`config.mk`:
```
export PLATFORM = sky130hd
export DESIGN_NAME = regfile_sb
export DESIGN_NICKNAME = d
export VERILOG_FILES = /design/src/rtl/regfile_pkg.sv /design/src/rtl/regfile_scoreboard.sv /design/src/rtl/regfile_sb.sv
export SDC_FILE = /design/constraint.sdc
export NUM_CORES = 2
export LEC_CHECK = 0
export ABC_AREA = 1
export BUFFER_PORTS_ARGS = -buffer_cell sky130_fd_sc_hd__buf_2
export CAP_MARGIN = 20
export CORE_MARGIN = 5
export CORE_UTILIZATION = 50
export DETAILED_ROUTE_END_ITERATION = 8
export PLACE_DENSITY_LB_ADDON = 0.08
export SETUP_SLACK_MARGIN = 0.1
export SYNTH_ARGS = -nofsm -noshare
export SYNTH_HDL_FRONTEND = slang
export SYNTH_SLANG_ARGS = --single-unit
```
`constraint.sdc`:
```
create_clock -name clk -period 30.4 [get_ports clk]
set_clock_uncertainty 0.15 [all_clocks]
set_input_delay 3.04 -clock clk [delete_from_list [all_inputs] [get_ports clk]]
set_output_delay 3.04 -clock clk [all_outputs]
set_load 0.02 [all_outputs]
```
`src/rtl/regfile_pkg.sv`:
```
// Shared types, default sizes and write-port priority helper for the register file.
package regfile_pkg;

    localparam int XLEN_DEF  = 32;
    localparam int NREGS_DEF = 32;
    localparam int AW_DEF    = $clog2(NREGS_DEF);
    localparam int NWR_MAX   = 4;

    typedef logic [AW_DEF-1:0]   reg_addr_t;
    typedef logic [XLEN_DEF-1:0] reg_data_t;

    // Index of the highest set bit of en, or -1 when no bit is set.
    function automatic int onehot_last(input logic [NWR_MAX-1:0] en);
        int w;
        w = -1;
        for (int k = 0; k < NWR_MAX; k++) begin
            if (en[k]) begin
                w = k;
            end
        end
        return w;
    endfunction

endpackage

```
`src/rtl/regfile_scoreboard.sv`:
```
// Per-register busy flags with reserve handshake; busy queries are combinational.
// Reservation wins over a same-cycle clear; reserving a busy register stalls (rsv_ready low).
module regfile_scoreboard
    import regfile_pkg::*;
#(
    parameter int NREGS = NREGS_DEF,
    parameter int NWR   = 1,
    parameter int NQ    = 2,
    localparam int AW   = $clog2(NREGS)
) (
    input  logic                    clk,
    input  logic                    rst,
    input  logic                    rsv_valid,
    input  logic [AW-1:0]           rsv_addr,
    output logic                    rsv_ready,
    input  logic [NWR-1:0]          clr,
    input  logic [NWR-1:0][AW-1:0]  clr_addr,
    input  logic [NQ-1:0][AW-1:0]   query_addr,
    output logic [NQ-1:0]           query_busy
);

    logic [NREGS-1:0] busy;
    logic [NREGS-1:0] busy_nxt;

    // The handshake looks only at registered state, never at same-cycle clears.
    assign rsv_ready = rsv_valid && !rst && !busy[rsv_addr];

    always_comb begin
        busy_nxt = busy;
        for (int k = 0; k < NWR; k++) begin
            if (clr[k]) begin
                busy_nxt[clr_addr[k]] = 1'b0;
            end
        end
        if (rsv_valid && !busy[rsv_addr] && rsv_addr != '0) begin
            busy_nxt[rsv_addr] = 1'b1;
        end
        busy_nxt[0] = 1'b0;
    end

    always_ff @(posedge clk or posedge rst) begin
        if (rst) begin
            busy <= '0;
        end else begin
            busy <= busy_nxt;
        end
    end

    always_comb begin
        query_busy = '0;
        for (int i = 0; i < NQ; i++) begin
            query_busy[i] = busy[query_addr[i]];
        end
    end

endmodule

```
`src/rtl/regfile_sb.sv`:
```
// Multi-port register file with async reset, optional write-to-read bypass and busy scoreboard.
// Reads are zero latency; writes land on the clock edge; reservations stall while the target is busy.
module regfile_sb
    import regfile_pkg::*;
#(
    parameter int XLEN   = XLEN_DEF,
    parameter int NREGS  = NREGS_DEF,
    parameter int NRD    = 2,
    parameter int NWR    = 1,
    parameter int BYPASS = 1,
    localparam int AW    = $clog2(NREGS)
) (
    input  logic                     clk,
    input  logic                     rst,
    input  logic [NRD-1:0][AW-1:0]   rd_addr,
    output logic [NRD-1:0][XLEN-1:0] rd_data,
    output logic [NRD-1:0]           rd_busy,
    input  logic [NWR-1:0]           wr_en,
    input  logic [NWR-1:0][AW-1:0]   wr_addr,
    input  logic [NWR-1:0][XLEN-1:0] wr_data,
    input  logic [NWR-1:0]           wr_clr,
    input  logic                     rsv_valid,
    input  logic [AW-1:0]            rsv_addr,
    output logic                     rsv_ready
);

    logic [XLEN-1:0] regs [NREGS];
    logic [NWR-1:0]  wr_win;
    logic [NRD-1:0]  sb_busy;

    regfile_scoreboard #(
        .NREGS (NREGS),
        .NWR   (NWR),
        .NQ    (NRD)
    ) u_sb (
        .clk        (clk),
        .rst        (rst),
        .rsv_valid  (rsv_valid),
        .rsv_addr   (rsv_addr),
        .rsv_ready  (rsv_ready),
        .clr        (wr_en & wr_clr),
        .clr_addr   (wr_addr),
        .query_addr (rd_addr),
        .query_busy (sb_busy)
    );

    // A port commits only if no higher-indexed enabled port targets the same register.
    always_comb begin
        logic [NWR_MAX-1:0] m;
        wr_win = '0;
        m      = '0;
        for (int k = 0; k < NWR; k++) begin
            m = '0;
            for (int j = 0; j < NWR; j++) begin
                m[j] = wr_en[j] && (wr_addr[j] == wr_addr[k]);
            end
            wr_win[k] = (onehot_last(m) == k);
        end
    end

    always_ff @(posedge clk or posedge rst) begin
        if (rst) begin
            for (int r = 0; r < NREGS; r++) begin
                regs[r] <= '0;
            end
        end else begin
            for (int k = 0; k < NWR; k++) begin
                if (wr_win[k] && wr_addr[k] != '0) begin
                    regs[wr_addr[k]] <= wr_data[k];
                end
            end
        end
    end

    always_comb begin
        logic [NWR_MAX-1:0] hit;
        int                 w;
        rd_data = '0;
        rd_busy = '0;
        hit     = '0;
        w       = -1;
        for (int i = 0; i < NRD; i++) begin
            hit = '0;
            for (int k = 0; k < NWR; k++) begin
                hit[k] = wr_en[k] && (wr_addr[k] == rd_addr[i]);
            end
            w = onehot_last(hit);
            rd_data[i] = regs[rd_addr[i]];
            rd_busy[i] = sb_busy[i];
            if (BYPASS != 0) begin
                for (int k = 0; k < NWR; k++) begin
                    if (w == k) begin
                        rd_data[i] = wr_data[k];
                        if (wr_clr[k]) begin
                            rd_busy[i] = 1'b0;
                        end
                    end
                end
            end
            // x0 is hardwired zero and reset masks any forwarded write data.
            if (rst || rd_addr[i] == '0) begin
                rd_data[i] = '0;
                rd_busy[i] = 1'b0;
            end
        end
    end

endmodule

```
# Word level (Yosys, flattened, before mapping)
# Cells that the tools add are included.
word_totals:
  reg_bits: 1055
  in_bits: 57
  output_inout_bits: 67
op_classes:
  magnitude_cmp: 10
  n_eq_ne: 2
  muxes: 34
  bitwise: 7
  n_reduce_logical: 21
op_table:
  columns: ["cell", "count"]
  rows:
  - ["1024-bit bitwise mux", 1]
  - ["32-bit 2-to-1 mux", 14]
  - ["32-bit binary-select mux with 5-bit select", 2]
  - ["32-bit demux with 5-bit select", 1]
  - ["32-bit zero test", 3]
  - ["32-bit AND", 1]
  - ["32-bit inverter", 1]
  - ["32-bit OR", 1]
  - ["5-bit by 6-bit < comparator with 1-bit output, second input constant", 4]
  - ["6-bit greater-or-equal comparator, second input constant", 3]
  - ["5-bit inverter with 6-bit output", 3]
  - ["1-bit binary-select mux with 5-bit select", 3]
  - ["1-bit 2-to-1 mux", 11]
  - ["1-bit demux with 5-bit select", 2]
  - ["5-bit equality test", 2]
  - ["5-bit by 1-bit greater-or-equal comparator with 1-bit output, second input constant", 2]
  - ["1-bit logical AND", 10]
  - ["5-bit zero test", 2]
  - ["5-bit nonzero test", 2]
  - ["6-bit by 1-bit < comparator with 1-bit output, second input constant", 1]
  - ["1-bit zero test", 2]
  - ["1-bit logical OR", 2]
  - ["1-bit AND", 1]

# Longest topological paths before layout
logic_depth:
  ltp_word: 9
  ltp_mapped: 15
  ltp_nobuf: 12

# Hierarchy
# From an unflattened synthesis, not the netlist that was laid out.
hier_totals:
  cells_unflattened: 9503
  area_unflattened_um2: 61804.3
modules_own_cells:
  columns: ["mod", "n_inst", "cells_per_inst", "area_each_um2"]
  rows:
  - ["regfile_sb", 1, 9108, 59400.7]
  - ["regfile_scoreboard", 1, 395, 2403.6]

# Least setup slack after synthesis
# OpenSTA, ideal clock, no wires.
synth_timing:
  path_kind: "input to output"
  from: "in rst"
  to: "out rd_data[10] (netlist bit)"
  arrival_ps: 27031
  required_time_ps: 27210
  path_slack_ps: 179
  stages: 6
  n_path_buf: 1
  path_cell_list: "inv_1 -> nand2_1 -> inv_1 -> clkbuf_1 -> o21ai_0 -> a21oi_1"
synth_rtl:
  columns: ["element", "line_no", "source"]
  rows:
  - ["start, declared", "regfile_sb.sv:14", "input logic rst,"]
  - ["end, declared", "regfile_sb.sv:16", "output logic [NRD-1:0][XLEN-1:0] rd_data,"]

==> key figures <==
Clock tree
  • Skew-Pair Late Insertion Delay: around 0.74 ns
  • TritonCTS clock tree: yes
  • Number of CTS-inserted buffers: 120
  • Clk buf depth: 3
  • CTS-repair resized insts: 0
  • Post-CTS setup buffer count: 0
  • Max H-tree Level: 3
  • Hold buffer count at cts: 0
  • Worst-path clk slew: roughly 0.060 ns
  • Root buf cell: clkbuf_16
  • Sink Count: between 1000 and 1500

Setup path
  • Critical path arrival: 7.67 ns
  • Max Fanout on Critical Path: around 130
  • Setup crit start kind: input port
  • Crit Path Category: in -> out
  • Required @ worst endpoint: roughly 27 ns
  • CP endpoint kind: primary output

Floorplan
  • Initial Util: 0.503
  • I/O Pins: ~120
  • Placeable Area: ~0.12 mm^2
  • Die Width: between 300 and 400 um
  • Std-Cell Rows: ~130
  • Area of the die: ~0.13 mm^2
  • Die Height: approximately 350 um

Yosys
  • Post-synth EDFFs: 0
  • Net Count, Synth: 8380
  • Sequential-to-total area share from yosys stat: 0.445
  • Synth Flop Type: dfrtp_1
  • Synth Register Bits: approximately 1100
  • Async SR Flop Fraction: 1.00
  • Mapped Cells: about 8300
  • Syn avg cell area: 7.13 um^2
  • Post-Syn Area: ~0.059 mm^2
  • Yosys Warn Count: 0
  • Count of cell types in the netlist: 35

STA
  • Setup TNS: 0 ns
  • Fmax: slightly above 90 MHz
  • Worst hold slack: between 0.2 and 0.3 ns
  • Fin. max-slew vios: 0
  • Worst-Margin Slew: ~1.2 ns
  • Final Critical Period: roughly 11 ns
  • RSZ-0062 raised after global routing: no
  • Fin crit share: 0.357
  • Final setup fails: 0
  • Relative slew slack: 0.177
  • Fin. Hold Viols: 0

Global route
  • Total Routing Usage GR: 0.365
  • First-pass GRT wire length: about 350000 um
  • Total gr overflow: 0
  • Vias in the first global route: approximately 54000
  • Initial antenna violation count: 7
  • Pin count of the biggest net entering global routing: around 190

Layout
  • Fill cells: ~12000
  • Core Util, Final: 0.542
  • P&R area growth vs syn: 7.69%
  • Layout cell share with drive strength beyond 1: 0.0621
  • Fin nets: just under 8000
  • Post-Layout Cell Count: ~9500

Detailed routing
  • Routed WL: between 200000 and 250000 um
  • Iter 0 DRT Violations: 8387
  • Vias per cell: 6.16
  • Total vias in the final route: 58700
  • Post-DR wirelength/cell: approximately 25 um
  • Drt drc: 0
  • Routed Antenna Nets: 0
  • First drt pass iteration count: 6

Placement
  • Dpl hpwl: approximately 120000 um
  • Buffers on Ports: 123
  • Placed Instances: around 9300
  • GP Congestion: around 0.84

Flow run
  • Max cap viols: 0

Status
  • Status: complete, no violations

Power
  • Leakage power figure: just under 0.03 uW
  • Peak VDD IR: around 0.000049 V
  • PwrDens: 65.2 mW/mm^2

Worst hold path
  • Worst min path class: reg -> reg
## power by group
part / leakage [uW] / total (uW) / switching (uW) / internal, uW
clock network: 0.00204 / 1540 / 631 / 907
registers: 0.0137 / 1850 / 192 / 1660
logic: 0.0136 / 777 / 509 / 267
## layout by cell type (no fill, tap or decap), types with 25 or more instances in the layout
cell type and count:
nand3_1 921, o21ai_1 654, inv_1 453, nand2_1 2816, buf_2 115, clkbuf_8 25
o211ai_1 321, a21oi_1 538, clkinv_2 29, nor2_1 49, clkbuf_16 121, o21ai_0 620
buf_4 95, dfrtp_1 1055, o31ai_1 31
## metrics by stage
step	total power (uW)	worst slack (ns)	area [um^2]
2_1_floorplan	2410	7.81	59400
3_3_place_gp	2610	19.62	59700
3_5_place_dp	2630	19.58	59700
4_1_cts	4170	19.58	63800
5_1_grt	4380	19.31	63900
6_report	4170	19.54	63900
## logic make-up after synthesis
family                 after synthesis  share of synthesized area
and+or+nand+nor                   3847                      0.272
AOI/OAI and AO/OA                 2176                      0.199
buffers and inverters             1245                     0.0849
DFF                               1055                      0.445
## registers in the layout (all words and copies together), names as in the netlist
register and flops:
u_sb.busy 31, regs 1024
## worst paths after layout
| kind | from | to | slack [ns] | cells past startpoint |
|---|---|---|---|---|
| worst min register to register | regs[1008] | regs[1008] | 0.26 | 0 |
| worst min-delay path | regs[1008] | regs[1008] | 0.26 | 0 |
| worst max register to register | u_sb.busy[21] | u_sb.busy[13] | 28.10 | 11 |
| worst max-delay path | rd_addr[0] | rd_data[25] | 19.54 | 13 |
| max in group asynchronous | rst | regs[118] | 24.16 | 6 |
| min in group asynchronous | rst | regs[347] | 2.35 | 2 |
## area by class of cell
cell class,instances,area (um^2),share of cell area
multi-input cells,6023,28000,0.439
flip-flops and latches,1055,26400,0.413
clock buffers,166,3450,0.0539
well taps,1536,1920,0.0301
inverters,472,1810,0.0282
repair buffers,226,1590,0.0249
clock inverters,56,706,0.0110
diodes,1,2.50,0.0000392
## Yosys cell counts (7+ instances only)
| cell type | instances | area [um^2] |
|---|---|---|
| a21oi_1 | 538 | 2690 |
| buf_1 | 75 | 282 |
| buf_2 | 224 | 1120 |
| buf_4 | 16 | 120 |
| clkbuf_1 | 456 | 1710 |
| dfrtp_1 | 1055 | 26400 |
| inv_1 | 463 | 1740 |
| nand2_1 | 2819 | 10600 |
| nand3_1 | 923 | 4620 |
| nand3_4 | 18 | 315 |
| nand4_2 | 7 | 87.6 |
| nor2_1 | 51 | 191 |
| nor3_1 | 7 | 35.0 |
| o211ai_1 | 321 | 2410 |
| o21ai_0 | 620 | 3100 |
| o21ai_1 | 654 | 3270 |
| o31ai_1 | 31 | 233 |
## worst max-delay path, cell delays in order
cell     delay, ns
buf_8         0.61
buf_4         0.82
buf_4         0.85
buf_4         0.91
nand2_1       0.12
nand3_1       0.11
nand2_1       0.06
a21oi_1       0.14
nand2_1       0.06
nand3_1       0.10
nand2_1       0.19
a21oi_1       0.29
buf_2         0.24
## metal layers
layer	vias to the layer above	track usage	part of all wire
met1	27900	0.509	0.41
met4	2	0.153	0.050
met5	-	0	0.000055
met3	662	0.0729	0.11
met2	3389	0.558	0.43
li1	26700	-	-
No activity file was read; power rests on OpenSTA's default activity.
